<file path="config.mk">
export PLATFORM = sky130hd
export DESIGN_NAME = vga_descrambler
export DESIGN_NICKNAME = d
export VERILOG_FILES = /design/src/rtl/vga_scramble_pkg.sv /design/src/rtl/vga_lfsr12.sv /design/src/rtl/vga_descrambler.sv
export SDC_FILE = /design/constraint.sdc
export NUM_CORES = 1
export LEC_CHECK = 0
export CORE_MARGIN = 2
export CORE_UTILIZATION = 45
export CTS_CLUSTER_SIZE = 12
export DETAILED_ROUTE_END_ITERATION = 6
export GPL_TIMING_DRIVEN = 0
export PLACE_DENSITY = 0.71
export SYNTH_ARGS = -nofsm -noshare
export SYNTH_HDL_FRONTEND = slang
export SYNTH_SLANG_ARGS = --single-unit
</file>
<file path="constraint.sdc">
create_clock -name clk -period 1.83 [get_ports clk]
set_input_delay 0.366 -clock clk [delete_from_list [all_inputs] [get_ports clk]]
set_output_delay 0.366 -clock clk [all_outputs]
set_load 0.01 [all_outputs]
</file>
<file path="src/rtl/vga_scramble_pkg.sv">
// Constants and helpers shared by the VGA scrambler and descrambler.
// Both ends must step identical LFSRs from identical seeds.
package vga_scramble_pkg;

    localparam logic [11:0] KEY_SEED  = 12'hACE;
    localparam logic [11:0] KEY_TAPS  = 12'hE08;
    localparam logic [11:0] CODE_TAPS = 12'h829;

    typedef logic [11:0] rgb444_t;

    typedef enum logic {
        UNSYNC = 1'b0,
        RUN    = 1'b1
    } dscr_state_t;

    // Right-shift LFSR: feedback is the parity of the tapped bits, entering at bit 11.
    function automatic logic [11:0] lfsr12_next(input logic [11:0] s, input logic [11:0] taps);
        return {^(s & taps), s[11:1]};
    endfunction

endpackage

</file>
<file path="src/rtl/vga_lfsr12.sv">
// 12-bit LFSR with synchronous seed load (priority) and step enable.
// Holds its value when neither load nor step is asserted.
module vga_lfsr12
    import vga_scramble_pkg::*;
#(
    parameter logic [11:0] TAPS = CODE_TAPS
) (
    input  logic        clk,
    input  logic        reset_n,
    input  logic        load,
    input  logic [11:0] seed,
    input  logic        step,
    output logic [11:0] state
);

    logic [11:0] state_q;
    logic [11:0] state_d;

    always_comb begin
        state_d = state_q;
        if (load) begin
            state_d = seed;
        end else if (step) begin
            state_d = lfsr12_next(state_q, TAPS);
        end
    end

    always_ff @(posedge clk or negedge reset_n) begin
        if (!reset_n) begin
            state_q <= '0;
        end else begin
            state_q <= state_d;
        end
    end

    assign state = state_q;

endmodule

</file>
<file path="src/rtl/vga_descrambler.sv">
// Removes the key and code LFSR streams from a scrambled RGB444 pixel stream
// and reports lock once the code has stayed stable for LOCK_CYCLES after resync.
module vga_descrambler
    import vga_scramble_pkg::*;
#(
    parameter int LOCK_CYCLES = 16
) (
    input  logic        clk,
    input  logic        reset_n,
    input  logic [11:0] code,
    input  logic        resync,
    input  logic [3:0]  red_in,
    input  logic [3:0]  green_in,
    input  logic [3:0]  blue_in,
    output logic [3:0]  red_out,
    output logic [3:0]  green_out,
    output logic [3:0]  blue_out,
    output logic        locked
);

    localparam int            CW       = $clog2(LOCK_CYCLES + 1);
    localparam logic [CW-1:0] LOCK_MAX = CW'(LOCK_CYCLES);

    dscr_state_t   state_q;
    logic [CW-1:0] cnt_q;
    logic [11:0]   code_q;
    rgb444_t       out_q;
    logic          locked_q;

    rgb444_t       word_in;
    rgb444_t       key_s;
    rgb444_t       code_s;
    logic          run;
    logic          code_change;
    logic          step;

    assign word_in     = {red_in, green_in, blue_in};
    assign run         = (state_q == RUN);
    assign code_change = (code != code_q);
    // A code change drops to UNSYNC and freezes both streams until the next resync.
    assign step        = run && !resync && !code_change;

    vga_lfsr12 #(.TAPS(KEY_TAPS)) u_key_lfsr (
        .clk     (clk),
        .reset_n (reset_n),
        .load    (resync),
        .seed    (KEY_SEED),
        .step    (step),
        .state   (key_s)
    );

    vga_lfsr12 #(.TAPS(CODE_TAPS)) u_code_lfsr (
        .clk     (clk),
        .reset_n (reset_n),
        .load    (resync),
        .seed    (code),
        .step    (step),
        .state   (code_s)
    );

    always_ff @(posedge clk or negedge reset_n) begin
        if (!reset_n) begin
            state_q  <= UNSYNC;
            cnt_q    <= '0;
            code_q   <= '0;
            out_q    <= '0;
            locked_q <= 1'b0;
        end else begin
            out_q <= run ? (word_in ^ key_s ^ code_s) : word_in;
            if (resync) begin
                state_q  <= RUN;
                code_q   <= code;
                cnt_q    <= '0;
                locked_q <= 1'b0;
            end else if (run && code_change) begin
                state_q  <= UNSYNC;
                locked_q <= 1'b0;
            end else if (run) begin
                if (cnt_q != LOCK_MAX) begin
                    cnt_q <= cnt_q + 1'b1;
                end
                locked_q <= (cnt_q == LOCK_MAX);
            end else begin
                locked_q <= 1'b0;
            end
        end
    end

    assign red_out   = out_q[11:8];
    assign green_out = out_q[7:4];
    assign blue_out  = out_q[3:0];
    assign locked    = locked_q;

endmodule

</file>
# Word-level counts from Yosys, hierarchy flattened
# Cells that the tools add are included.
dict set report totals {
  out_inout_bits 13
  register_bits 55
  elab_cells 40
}
dict set report classes {
  n_mux 14
  bitwise_logic 2
  add_sub_neg 1
  n_eq_ne 4
  n_reduce_logical 12
}
# op n
set ops {}
lappend ops {{$mux W12} 5}
lappend ops {{$reduce_xor A12 Y1} 2}
lappend ops {{$xor A12 B12 Y12} 2}
lappend ops {{$mux W5} 4}
lappend ops {{$ne A12 B12 Y1} 1}
lappend ops {{$reduce_bool A2 Y1} 4}
lappend ops {{$add A5 B1 Y5 const B} 1}
lappend ops {{$eq A5 B5 Y1 const B} 1}
lappend ops {{$mux W1} 5}
lappend ops {{$ne A5 B5 Y1 const B} 1}
lappend ops {{$logic_and A1 B1 Y1} 3}
lappend ops {{$reduce_and A3 Y1} 1}
lappend ops {{$logic_not A1 Y1} 2}
lappend ops {{$ne A2 B2 Y1 const B} 1}

# Longest topological paths before layout
dict set report depth {
  ltp_word 5
  mapped_depth 7
  ltp_nobuf 5
}

# Hierarchy
# A second synthesis with hierarchy kept.
dict set report unflattened {
  cells_unflattened 251
  hier_area_um2 2733.9
}
# mod area_per_inst_um2 cells_each seq_area_each_um2 n_inst
set modules_own_cells {}
lappend modules_own_cells {vga_descrambler 1515.2 131 775.7 1}
lappend modules_own_cells {vga_lfsr12 609.3 60 300.3 2}

# Least setup slack after synthesis
# Ideal clock, no wire load.
dict set report synth_timing {
  path_type {input port to flip-flop}
  startpoint {input code[8]}
  endpoint {register u_key_lfsr.state_q[11] (netlist: u_key_lfsr.state[11])}
  arrival_time_ps 1675
  stages 6
  slack_ps 19
  setup_time_ps 136
  t_required_ps 1694
  cell_sequence {xor2_1 > nor4_2 > nand4_1 > buf_2 > o21ai_0 > or3b_2}
}
dict set report synth_via {
  elab_chain_len 4
}
# item line_no
set synth_rtl {}
lappend synth_rtl {{from (decl)} vga_descrambler.sv:10} ;# input logic [11:0] code,
lappend synth_rtl {{$ne A12 B12 Y1} vga_descrambler.sv:39} ;# assign code_change = (code != code_q);
lappend synth_rtl {{$logic_not A1 Y1} vga_descrambler.sv:41} ;# assign step = run && !resync && !code_change;
lappend synth_rtl {{$logic_and A1 B1 Y1} vga_descrambler.sv:41}
lappend synth_rtl {{$reduce_bool A2 Y1 (no line)} n/a}
lappend synth_rtl {{to (signal assigned)} vga_lfsr12.sv:32} ;# state_q <= state_d;
lappend synth_rtl {{to (decl)} vga_lfsr12.sv:16} ;# logic [11:0] state_q;
# Every way passes these cells.
# A chain may end at the register's enable or synchronous reset.

# Worst setup path after layout
dict set report layout_timing {
  startpoint {input code[5]}
  endpoint {register cnt_q[2]}
}
dict set report layout_via {
  elab_chain_len 4
}
# item line_no
set layout_rtl {}
lappend layout_rtl {{$ne A12 B12 Y1} vga_descrambler.sv:39}
lappend layout_rtl {{$logic_and A1 B1 Y1} vga_descrambler.sv:75} ;# end else if (run && code_change) begin
lappend layout_rtl {{$ne A2 B2 Y1 (no line)} n/a}
lappend layout_rtl {{$reduce_and A3 Y1 (no line)} n/a}
lappend layout_rtl {{to (signal assigned)} vga_descrambler.sv:80} ;# cnt_q <= cnt_q + 1'b1;
lappend layout_rtl {{to (decl)} vga_descrambler.sv:25} ;# logic [CW-1:0] cnt_q;
# Every way passes these cells.

==> results.md <==
* Status: finished, violations left
* Failing checks: negative setup slack
* Layout Cells excl Fill at 350
* DP Wirelength at about 3.5 mm
* Vias at between 1500 and 2000
* CTS Root Cell: clkbuf_8
* Clock skew at 0.01299 ns
* Post-Syn Area at 0.002615 mm^2
* Peak supply drop at between 300 and 400 uV
* Mapped Cells at 230
* Vias per cell at 4.957
* Setup TNS at -1.181 ns
* Critical Path AT at around 2.2 ns
* Least-Margin Pin Slew at 0.5994 ns
* Number of H-tree levels at 2
* Congestion Overflow GR at 0
* Post-synthesis register bit count at 55
* Slew headroom at around 60%
* Antenna Nets Post-Route at 0
* Max_cap viols at 0
* Final worst path period share at 106.8%
* Core Rows at 27
* Post-CTS setup buffers at 0
* Slew Limit Fails at 0
* Count leader, synth: dfrtp_1
* Total power at roughly 2.6 mW
* WP data required at 2.06 ns
* Area grow syn2layout at 24.02%
* Crit Path Category: in -> reg
* Setup slack after layout at -0.1236 ns
* Cell taking the most area after synthesis: dfrtp_1
* YS warnings at 0
* P per Cell Area at roughly 800 mW/mm^2
* CP startpoint kind: input port
* WL/cell at between 10 and 15 um
* First-pass GRT wire length at roughly 8.4 mm
* Final hold violations at 0
* Commonest cells in the netlist: dfrtp_1 (55), nand2_1 (35), mux2_2 (32)
* TritonCTS clock tree: done
* Inst Count DP at ~340
* # setup viols final at 14
* GPL Wtd Cong at between 0.7 and 0.8
* Ranking of synthesized cells by area: dfrtp_1 (53%), mux2_2 (14%), xor2_1 (8.0%)
* Die span in x at between 80 and 90 um
* Fin nets at approximately 310
* # DRC at 0
* FMAX at 511.9 MHz
* Clk_lat worst skew at slightly above 0.3 ns
* Reg clk slew, reported paths at around 0.1 ns
* Vias in the first global route at 1807
* Top cell type's share of synthesized area at about 53%
* Post-synth top flop: dfrtp_1
* Syn Area/Cell at around 11 um^2
* Unrepaired setup endpoints after global routing: true
* Largest net degree at the start of global routing at 31
* 1st-iter DRT viols at 65
* Layout cells sized above 1 at around a fifth
* Buffers on Ports at 38
* CP bufs+invs at 2
* Syn nets at 259
* Die Y at between 80 and 90 um
* CP delay by family, top: simple AND/OR/NAND/NOR gates
* Max incr delay on CP at 0.46 ns
* Initial antenna violation count at 0
* Asr flop ratio synth at 100.0%
* Clk sinks at 55
* Antenna cells at 0
* Die Area at 0.006437 mm^2
* Worst min path class: in -> async
* Cell with the largest stage delay on the worst path: clkdlybuf4s50_1
* Library cells used by synthesis at 25
* Core area at between 0.005 and 0.006 mm^2
* Core Util, Final at 58.18%
* Post-layout min period at slightly below 2 ns
* Drt pass-1 iters at 4
* Crit. End Element: register
* EDFF count, synth at 0
* Num CTS Buffers at 5
* Maximum buffer depth of the clock tree at 2
* Routed wire length at ~4.7 mm
* Leakage at 1.351 nW
* I/O pins at 40
* Initial core utilization at 46.91%
* # hold bufs at CTS at 0
* Crit-path cells: clkdlybuf4s50_1 -> xor2_1 -> nor4_2 -> nand4_1 -> buf_6 -> or4_1 -> a21oi_1
* Worst-path fanout max at 5
* Sequential fraction of the synthesis area at roughly 53%
* All-Layer GR Usage at 16.97%
[metrics by stage]
stage               worst slack (ns)  hold slack [ns]  area, um^2
floorplan                    0.01914          0.07041        2615
global placement              -1.299           0.5101        3085
detailed placement           -0.6703           0.4129        3100
CTS                          -0.1396          0.06809        3239
global route                 -0.2409          0.09677        3243
finish                       -0.1236          0.04911        3243
[routing by layer]
layer	track usage [%]	vias up	share of wire, %
li1	-	863	-
met1	22.17	824	48
met2	27.50	39	45
met3	2.921	9	4.5
met4	7.797	0	2.3
met5	0	-	0
[cell families after synthesis]
logic type | synth area share [%]
flip-flops | 52.63
multiplexers | 13.78
adder cells (fa/ha/maj) | 0.9568
AO/OA/AOI/OAI | 4.019
XOR/XNOR | 13.40
buffers and inverters | 2.440
AND/OR/NAND/NOR | 12.78
[state kept, by name, summed over array words and instances (netlist names)]
name,flops
run,1
out_q,12
u_code_lfsr.state,12
cnt_q,5
locked,1
code_q,12
u_key_lfsr.state,12
[path summary, 6_finish.rpt]
path	startpoint	end	slack [ns]	depth (start not counted)
max	code[5]	cnt_q[2]	-0.12	7
min	reset_n	code_q[1]	0.05	1
max reg2reg	code_q[8]	cnt_q[2]	-0.12	6
min reg2reg	code_q[10]	code_q[10]	0.53	1
max in group asynchronous	reset_n	u_key_lfsr.state[7]	1.21	2
min in group clk	code[3]	u_code_lfsr.state[3]	0.47	2
[cell type report]
class / count / area (um^2)
Multi-Input combinational cell: 159 / 1179
Clock inverter: 2 / 35.03
Buffer: 11 / 67.56
Sequential cell: 55 / 1376
Tap cell: 72 / 90.09
Timing Repair Buffer: 40 / 394.1
Clock buffer: 6 / 82.58
Inverter: 5 / 18.77
Fill cell: 472 / 2331
[cell usage in the layout (no fill, tap or decap), types with 2 or more instances in the layout]
cell,n
o21ai_0,4
nand3b_1,7
clkbuf_8,6
clkbuf_1,6
and3_1,3
clkdlybuf4s50_1,30
mux2_2,32
xor2_1,24
buf_6,2
ha_1,2
nor4_2,2
nand2b_1,2
inv_1,5
dlygate4sd2_1,7
nand3_1,6
a21oi_1,11
xnor2_1,16
nor3_1,3
nand2_1,35
o211ai_1,2
clkbuf_4,3
nor2_1,3
a21o_1,2
dfrtp_1,55
[power by group]
part	internal [mW]	switching (mW)	leakage [nW]	total [mW]
Sequential	1.30	0.0601	0.647	1.36
Combinational	0.236	0.164	0.642	0.400
Clock	0.443	0.394	0.0612	0.837
Total	1.98	0.618	1.35	2.60
[timing repair]
item	4_1_cts	5_1_grt
resized for setup	17	2
cloned	1	0
pin swaps	5	1
setup endpoints to repair	30	26
Note: power is estimated with default switching activity, not from simulation.
